**src/rtl/irq_ctrl_if.sv**
```systemverilog
`default_nettype none
// ============================================================================
// Module   : irq_ctrl_if
// Purpose  : CSR access bus and interrupt request/acknowledge handshake
//            between the core controller and irq_ctrl.
// Revision : 1.0 - initial release
// ============================================================================
interface irq_ctrl_if;
  // CSR access port (driven by the core, answered by irq_ctrl)
  logic        csr_access_i;
  logic [11:0] csr_addr_i;
  logic [1:0]  csr_op_i;
  logic [31:0] csr_wdata_i;
  logic [31:0] csr_rdata_o;
  logic        csr_hit_o;

  // Interrupt request towards the core controller
  logic        irq_req_o;
  logic [5:0]  irq_cause_o;
  logic        irq_ack_i;

  // Core / controller side
  modport master (
    output csr_access_i, csr_addr_i, csr_op_i, csr_wdata_i, irq_ack_i,
    input  csr_rdata_o, csr_hit_o, irq_req_o, irq_cause_o
  );

  // Interrupt controller side
  modport slave (
    input  csr_access_i, csr_addr_i, csr_op_i, csr_wdata_i, irq_ack_i,
    output csr_rdata_o, csr_hit_o, irq_req_o, irq_cause_o
  );
endinterface
`default_nettype wire

```
**src/rtl/irq_ctrl.sv**
```systemverilog
`default_nettype none
// ============================================================================
// Module   : irq_ctrl
// Purpose  : Machine-mode interrupt controller. Synchronises interrupt lines,
//            owns mie (0x304) and read-only mip (0x344), arbitrates enabled
//            pending sources by fixed priority and issues one request with
//            an exc_cause_e cause over a req/ack handshake.
// Options  : define IRQ_CTRL_FAST_EN to implement fast interrupts 0..14
//            (mie/mip bits 16-30, causes 16-30).
// Revision : 1.0 - initial release
// ============================================================================
module irq_ctrl #(
  parameter int SYNC_STAGES = 2
) (
  input  logic        clk_i,
  input  logic        rst_ni,
  input  logic        irq_software_i,
  input  logic        irq_timer_i,
  input  logic        irq_external_i,
  input  logic [14:0] irq_fast_i,
  input  logic        irq_nm_i,
  input  logic        mstatus_mie_i,
  input  logic        debug_mode_i,
  irq_ctrl_if.slave   bus,
  output logic        irq_pending_o
);

  localparam logic [11:0] c_ADDR_MIE  = 12'h304;
  localparam logic [11:0] c_ADDR_MIP  = 12'h344;

  localparam logic [1:0]  c_OP_READ   = 2'd0;
  localparam logic [1:0]  c_OP_WRITE  = 2'd1;
  localparam logic [1:0]  c_OP_SET    = 2'd2;
  localparam logic [1:0]  c_OP_CLEAR  = 2'd3;

  localparam logic [5:0]  c_CAUSE_NM  = 6'h3F;
  localparam logic [5:0]  c_CAUSE_EXT = 6'h2B;
  localparam logic [5:0]  c_CAUSE_SW  = 6'h23;
  localparam logic [5:0]  c_CAUSE_TIM = 6'h27;

  localparam logic [1:0]  c_ST_IDLE   = 2'd0;
  localparam logic [1:0]  c_ST_REQ    = 2'd1;
  localparam logic [1:0]  c_ST_ACKED  = 2'd2;

`ifdef IRQ_CTRL_FAST_EN
  localparam logic [31:0] c_IRQ_MASK  = 32'h7FFF_0888;
  localparam int          c_SYNC_W    = 19;
`else
  localparam logic [31:0] c_IRQ_MASK  = 32'h0000_0888;
  localparam int          c_SYNC_W    = 4;
`endif

  // Synchroniser bit order: [0]=software [1]=timer [2]=external [3]=nmi
  // [4+i]=fast[i] (fast bits only present when fast interrupts are built)
  logic [c_SYNC_W-1:0] w_irq_raw;
  logic [c_SYNC_W-1:0] r_sync [SYNC_STAGES];
  logic [c_SYNC_W-1:0] w_sync;

  logic [31:0] r_mie;
  logic [31:0] w_mip;
  logic [31:0] w_irqs;
  logic [31:0] w_wmask;
  logic        w_mie_wr;

  logic        r_nm_q;
  logic        w_nm_rise;
  logic        r_nmi_pend;

  logic [1:0]  r_state;
  logic [1:0]  w_state_nxt;
  logic [5:0]  r_cause;
  logic [5:0]  w_win_cause;
  logic        w_eligible;
  logic        w_is_nm;
  logic        w_upgrade;

`ifdef IRQ_CTRL_FAST_EN
  assign w_irq_raw = {irq_fast_i, irq_nm_i, irq_external_i, irq_timer_i, irq_software_i};
`else
  // Fast inputs are unused in this configuration; fold them away.
  logic w_unused_fast;
  assign w_unused_fast = ^irq_fast_i;
  assign w_irq_raw     = {irq_nm_i, irq_external_i, irq_timer_i, irq_software_i};
`endif

  // Multi-stage flip-flop synchroniser on every interrupt line
  always_ff @(posedge clk_i or negedge rst_ni) begin
    if (!rst_ni) begin
      for (int s = 0; s < SYNC_STAGES; s++) r_sync[s] <= '0;
    end else begin
      r_sync[0] <= w_irq_raw;
      for (int s = 1; s < SYNC_STAGES; s++) r_sync[s] <= r_sync[s-1];
    end
  end

  assign w_sync = r_sync[SYNC_STAGES-1];

  // Map synchronised lines onto their mip bit positions
  always_comb begin
    w_mip     = '0;
    w_mip[3]  = w_sync[0];
    w_mip[7]  = w_sync[1];
    w_mip[11] = w_sync[2];
`ifdef IRQ_CTRL_FAST_EN
    w_mip[30:16] = w_sync[18:4];
`endif
  end

  assign w_irqs  = w_mip & r_mie;
  assign w_wmask = bus.csr_wdata_i & c_IRQ_MASK;
  assign w_mie_wr = bus.csr_access_i && (bus.csr_addr_i == c_ADDR_MIE);

  // mie register; only writable bits are ever stored
  always_ff @(posedge clk_i or negedge rst_ni) begin
    if (!rst_ni) begin
      r_mie <= '0;
    end else if (w_mie_wr) begin
      case (bus.csr_op_i)
        c_OP_WRITE: r_mie <= w_wmask;
        c_OP_SET:   r_mie <= r_mie | w_wmask;
        c_OP_CLEAR: r_mie <= r_mie & ~w_wmask;
        default:    r_mie <= r_mie;
      endcase
    end
  end

  // CSR read mux and address decode
  always_comb begin
    bus.csr_rdata_o = '0;
    bus.csr_hit_o   = 1'b0;
    if (bus.csr_addr_i == c_ADDR_MIE) begin
      bus.csr_rdata_o = r_mie;
      bus.csr_hit_o   = 1'b1;
    end else if (bus.csr_addr_i == c_ADDR_MIP) begin
      bus.csr_rdata_o = w_mip;
      bus.csr_hit_o   = 1'b1;
    end
  end

  assign w_nm_rise = w_sync[3] & ~r_nm_q;
  assign w_is_nm   = (r_cause == c_CAUSE_NM);

  // NMI edge detector and sticky pending flag; a new edge wins over a clear
  always_ff @(posedge clk_i or negedge rst_ni) begin
    if (!rst_ni) begin
      r_nm_q     <= 1'b0;
      r_nmi_pend <= 1'b0;
    end else begin
      r_nm_q <= w_sync[3];
      if (w_nm_rise) begin
        r_nmi_pend <= 1'b1;
      end else if ((r_state == c_ST_REQ) && bus.irq_ack_i && w_is_nm) begin
        r_nmi_pend <= 1'b0;
      end
    end
  end

  // Fixed-priority arbiter: NMI > external > software > timer > fast[0..14]
  always_comb begin
    w_win_cause = '0;
`ifdef IRQ_CTRL_FAST_EN
    for (int i = 14; i >= 0; i--) begin
      if (w_irqs[16+i]) w_win_cause = {1'b1, 5'(16 + i)};
    end
`endif
    if (w_irqs[7])  w_win_cause = c_CAUSE_TIM;
    if (w_irqs[3])  w_win_cause = c_CAUSE_SW;
    if (w_irqs[11]) w_win_cause = c_CAUSE_EXT;
    if (r_nmi_pend) w_win_cause = c_CAUSE_NM;
  end

  assign w_eligible = !debug_mode_i && (r_nmi_pend || (mstatus_mie_i && (|w_irqs)));

  // A pending NMI takes over an outstanding maskable request unless debug masks it
  assign w_upgrade = (r_state == c_ST_REQ) && !bus.irq_ack_i && !debug_mode_i &&
                     r_nmi_pend && !w_is_nm;

  // FSM state register
  always_ff @(posedge clk_i or negedge rst_ni) begin
    if (!rst_ni) r_state <= c_ST_IDLE;
    else         r_state <= w_state_nxt;
  end

  // FSM next-state logic
  always_comb begin
    w_state_nxt = r_state;
    case (r_state)
      c_ST_IDLE: begin
        if (w_eligible) w_state_nxt = c_ST_REQ;
      end
      c_ST_REQ: begin
        if (bus.irq_ack_i) begin
          w_state_nxt = c_ST_ACKED;
        end else if (!w_is_nm && (debug_mode_i || (!mstatus_mie_i && !r_nmi_pend))) begin
          w_state_nxt = c_ST_IDLE;
        end
      end
      c_ST_ACKED: w_state_nxt = c_ST_IDLE;
      default:    w_state_nxt = c_ST_IDLE;
    endcase
  end

  // FSM outputs
  always_comb begin
    bus.irq_req_o   = (r_state == c_ST_REQ);
    bus.irq_cause_o = r_cause;
  end

  // Cause register: captured on entry to REQ, frozen except for the NMI upgrade
  always_ff @(posedge clk_i or negedge rst_ni) begin
    if (!rst_ni) begin
      r_cause <= '0;
    end else if ((r_state == c_ST_IDLE) && w_eligible) begin
      r_cause <= w_win_cause;
    end else if (w_upgrade) begin
      r_cause <= c_CAUSE_NM;
    end
  end

  assign irq_pending_o = (|w_irqs) || r_nmi_pend;

endmodule
`default_nettype wire

```
**src/flat_wrapper.sv**
```systemverilog
// flat-port wrapper written by rule: the top's interface ports become plain ports
module irq_ctrl_flat 
#(
  parameter int SYNC_STAGES = 2
)
  (clk_i, rst_ni, irq_software_i, irq_timer_i, irq_external_i, irq_fast_i, irq_nm_i, mstatus_mie_i, debug_mode_i, irq_pending_o, bus_csr_access_i, bus_csr_addr_i, bus_csr_op_i, bus_csr_wdata_i, bus_irq_ack_i, bus_csr_rdata_o, bus_csr_hit_o, bus_irq_req_o, bus_irq_cause_o);
  irq_ctrl_if bus_i ();
  input  logic clk_i;
  input  logic rst_ni;
  input  logic irq_software_i;
  input  logic irq_timer_i;
  input  logic irq_external_i;
  input  logic [14:0] irq_fast_i;
  input  logic irq_nm_i;
  input  logic mstatus_mie_i;
  input  logic debug_mode_i;
  output logic irq_pending_o;
  input wire logic [$bits(bus_i.csr_access_i)-1:0] bus_csr_access_i;
  input wire logic [$bits(bus_i.csr_addr_i)-1:0] bus_csr_addr_i;
  input wire logic [$bits(bus_i.csr_op_i)-1:0] bus_csr_op_i;
  input wire logic [$bits(bus_i.csr_wdata_i)-1:0] bus_csr_wdata_i;
  input wire logic [$bits(bus_i.irq_ack_i)-1:0] bus_irq_ack_i;
  output wire logic [$bits(bus_i.csr_rdata_o)-1:0] bus_csr_rdata_o;
  output wire logic [$bits(bus_i.csr_hit_o)-1:0] bus_csr_hit_o;
  output wire logic [$bits(bus_i.irq_req_o)-1:0] bus_irq_req_o;
  output wire logic [$bits(bus_i.irq_cause_o)-1:0] bus_irq_cause_o;
  assign bus_i.csr_access_i = bus_csr_access_i;
  assign bus_i.csr_addr_i = bus_csr_addr_i;
  assign bus_i.csr_op_i = bus_csr_op_i;
  assign bus_i.csr_wdata_i = bus_csr_wdata_i;
  assign bus_i.irq_ack_i = bus_irq_ack_i;
  assign bus_csr_rdata_o = bus_i.csr_rdata_o;
  assign bus_csr_hit_o = bus_i.csr_hit_o;
  assign bus_irq_req_o = bus_i.irq_req_o;
  assign bus_irq_cause_o = bus_i.irq_cause_o;
  irq_ctrl #(.SYNC_STAGES(SYNC_STAGES)) u_core (.clk_i(clk_i), .rst_ni(rst_ni), .irq_software_i(irq_software_i), .irq_timer_i(irq_timer_i), .irq_external_i(irq_external_i), .irq_fast_i(irq_fast_i), .irq_nm_i(irq_nm_i), .mstatus_mie_i(mstatus_mie_i), .debug_mode_i(debug_mode_i), .bus(bus_i), .irq_pending_o(irq_pending_o));
endmodule
```
**config.mk**
```make
export PLATFORM = sky130hd
export DESIGN_NAME = irq_ctrl_flat
export DESIGN_NICKNAME = d
export VERILOG_FILES = /design/src/rtl/irq_ctrl_if.sv /design/src/rtl/irq_ctrl.sv /design/src/flat_wrapper.sv
export SDC_FILE = /design/constraint.sdc
export NUM_CORES = 1
export LEC_CHECK = 0
export BUFFER_PORTS_ARGS = -buffer_cell sky130_fd_sc_hd__clkbuf_2
export CAP_MARGIN = 20
export CORE_ASPECT_RATIO = 1.4
export CORE_MARGIN = 2
export CORE_UTILIZATION = 38
export CTS_CLUSTER_DIAMETER = 40
export DETAILED_ROUTE_END_ITERATION = 10
export PLACE_DENSITY = 0.84
export SYNTH_ARGS = -nofsm -noshare
export SYNTH_HDL_FRONTEND = slang
export SYNTH_SLANG_ARGS = --single-unit
```
**constraint.sdc**
```tcl
create_clock -name clk_i -period 2.2 [get_ports clk_i]
set_input_delay 0.22 -clock clk_i [delete_from_list [all_inputs] [get_ports clk_i]]
set_output_delay 0.22 -clock clk_i [all_outputs]
set_load 0.05 [all_outputs]
```
==> run summary <==
Core Area: 2850 um2
CP dominant cell by count: clkbuf_2
Mean Syn Cell Area: 10.2 um2
CTS H-tree lvls: 1
fmax: 527 MHz
crit path kind: in -> out
Placed Area: 1240 um2
DIE WIDTH: 50.0 um
Final Hold Vio Count: 0
Power Density: 829 nW/um2
Worst slew margin: 56.3%
crit-path max FO: 5
Worst Hold Class: in -> reg
number of buffers created by CTS: 3
drt wl/cell: 11.0 um
Resize count post-CTS: 0
n_diodes: 0
I/O Buffers: 38
Via density: 4.53
reg2reg path depth: 4
Largest stage delay, worst path: 0.57 ns
die area: 3420 um2
Worst-Skew Late Latency: 0.25 ns
largest net degree at the start of global routing: 20
total negative slack: 0 ns
final cell count without fillers: 188
clk sinks: 19
final setup vio count: 0
GRT Total Usage: 12.2%
via total after detailed routing: 852
Filler cells: 272
Worst Path Required: 1.98 ns
RSZ-0062 raised after global routing: false
root buf cell: clkbuf_8
DR DRC count: 0
post-layout minimum cycle time: 1.90 ns
CP max stage cell: or4b_4
Starting Density: 39.6%
hold path depth: 1
Worst Tran Pin Value: 0.646 ns
Worst Hold End: u_core.r_sync[5]
Rows: 23
worst slack, placed: 0.297 ns
Synth area leaders: dfrtp_1, buf_4, mux2i_1
min-delay src: irq_timer_i
Max-cap violations: 0
layout cell share with drive strength beyond 1: 35.1%
Placed Cells: 183
Syn Inst Count: 111
ys async rst share: 100%
Seq cells post-synth: 19
routability-driven placement congestion ratio: 0.756
number of global-route vias before repair: 751
maximum VDD drop: 0.531 mV
clock tree buffer depth: 2
Arr. time, crit path: 1.68 ns
initial antenna violation count: 0
die height: 68.4 um
Synth Flop Type: dfrtp_1
# hold bufs at CTS: 1
critical path startpoint category: primary input
CTS tree: built
Slew Limit Fails: 0
area grow syn2layout: 15.2%
Post-CTS Setup Inserts: 0
Total Wirelength: 2070 um
worst reg-to-reg setup slack: 0.64 ns
Cell Chain, Critical Path: clkbuf_2 > or4b_4 > or3_1 > nor2_1 > clkbuf_2
r2r startpoint: u_core.r_nmi_pend
Yosys warnings: 0
I/O pins: 112
top-count cell post-synth: buf_4
Clock Skew: 0.00228 ns
Buf/Inv on CP: 2
Synth cell types: 24
first-pass detailed-route iteration total: 6
first-pass GRT wire length: 3110 um
Mapped Area: 1130 um2
area share of the largest cell type after synthesis: 42.2%
HPWL after DPL: 1730 um
clock-pin slew on the worst setup and hold paths: 0.07 ns
Routed Antenna Nets: 0
Crit. End Element: output pin
Post-synth EDFFs: 0
crit-path leading delay family: simple AND/OR/NAND/NOR gates
Seq/Total Area, Yosys: 42.2%
initial drt markers: 15
gr ovfl total: 0
static leakage: 0.000631 uW
post-route setup slack: 0.303 ns
Post-Layout Inst Area: 1300 um2
Final nets: 223
RR Endpoint: u_core.bus.irq_cause_o[4]
Fin Hold WS: 0.0676 ns
final worst path period share: 86.2%
Synth area leader: dfrtp_1
most frequent cells after synthesis: buf_4, dfrtp_1, nor2_1, nor3_1, mux2i_1
status: complete, no violations
[cells by family after synthesis]
| kind of cell | Yosys count | share of synthesized area [%] |
|---|---|---|
| AOI/OAI and AO/OA | 14 | 9.88 |
| muxes | 6 | 5.33 |
| buffers and inverters | 37 | 22.6 |
| DFF | 19 | 42.2 |
| and+or+nand+nor | 34 | 19.6 |
| other | 1 | 0.333 |
[power by group]
| part | leakage, uW | switching, uW | internal [uW] |
|---|---|---|---|
| Sequential | 0.000220 | 36.1 | 390 |
| Clock | 0.0000217 | 111 | 128 |
| Combinational | 0.000390 | 315 | 95.8 |
| Total | 0.000631 | 462 | 614 |
[stage by stage]
step / power (uW) / utilization, %
floorplan: 791 / -
global placement: 839 / 43.5
detailed placement: 845 / 43.5
CTS: 1090 / 45.6
global route: 1130 / 45.6
finish: 1080 / 45.6
[cell type report]
class	count	area, um2	share of cell area (%)
flip-flops and latches	19	475	36.6
repair buffers	40	208	16.0
clock inverters	1	7.51	0.578
inverters	5	18.8	1.45
multi-input cells	83	502	38.6
clock buffers	3	41.3	3.18
well taps	37	46.3	3.56
[cells in the final DEF, fill, tap and decap left out, types with 2 or more instances in the layout]
cell type / Yosys / layout
nor3_1: 7 / 7
clkbuf_8: 0 / 3
clkbuf_2: 0 / 38
conb_1: 1 / 29
or3_1: 3 / 3
nand2_1: 4 / 4
nor4_2: 4 / 4
nor2_1: 7 / 7
mux2i_1: 6 / 6
a21oi_1: 5 / 5
dfrtp_1: 19 / 19
a211oi_2: 3 / 3
o21ai_0: 2 / 2
nand3b_1: 4 / 4
inv_1: 5 / 5
[state kept, by name (all words and copies together) (netlist names)]
name                    cells
u_core.r_nm_q               1
u_core.r_sync               4
u_core.r_mie                3
u_core.r_state              2
u_core.w_sync               4
u_core.r_nmi_pend           1
u_core.bus.irq_cause_o      4
[worst max path at each step]
stage / from / end / slack (ns) / cells after the start
6_report: bus_csr_addr_i[3] / bus_csr_rdata_o[11] / 0.30 / 5
3_3_place_gp: bus_csr_addr_i[3] / bus_csr_rdata_o[11] / 0.31 / 5
4_1_cts: bus_csr_addr_i[3] / bus_csr_rdata_o[11] / 0.30 / 5
2_1_floorplan: bus_csr_addr_i[3] / bus_csr_rdata_o[11] / 0.14 / 3
5_1_grt: bus_csr_addr_i[3] / bus_csr_rdata_o[7] / 0.24 / 5
3_5_place_dp: bus_csr_addr_i[3] / bus_csr_rdata_o[11] / 0.30 / 5
[layer usage]
layer | part of all wire, % | vias up | global-route usage (%)
li1 | - | 406 | -
met1 | 39 | 385 | 12.6
met2 | 50 | 57 | 23.0
met3 | 9.3 | 4 | 1.97
met4 | 2.0 | 0 | 7.29
met5 | 0 | - | 0
Note: power is estimated with default switching activity, not from simulation.
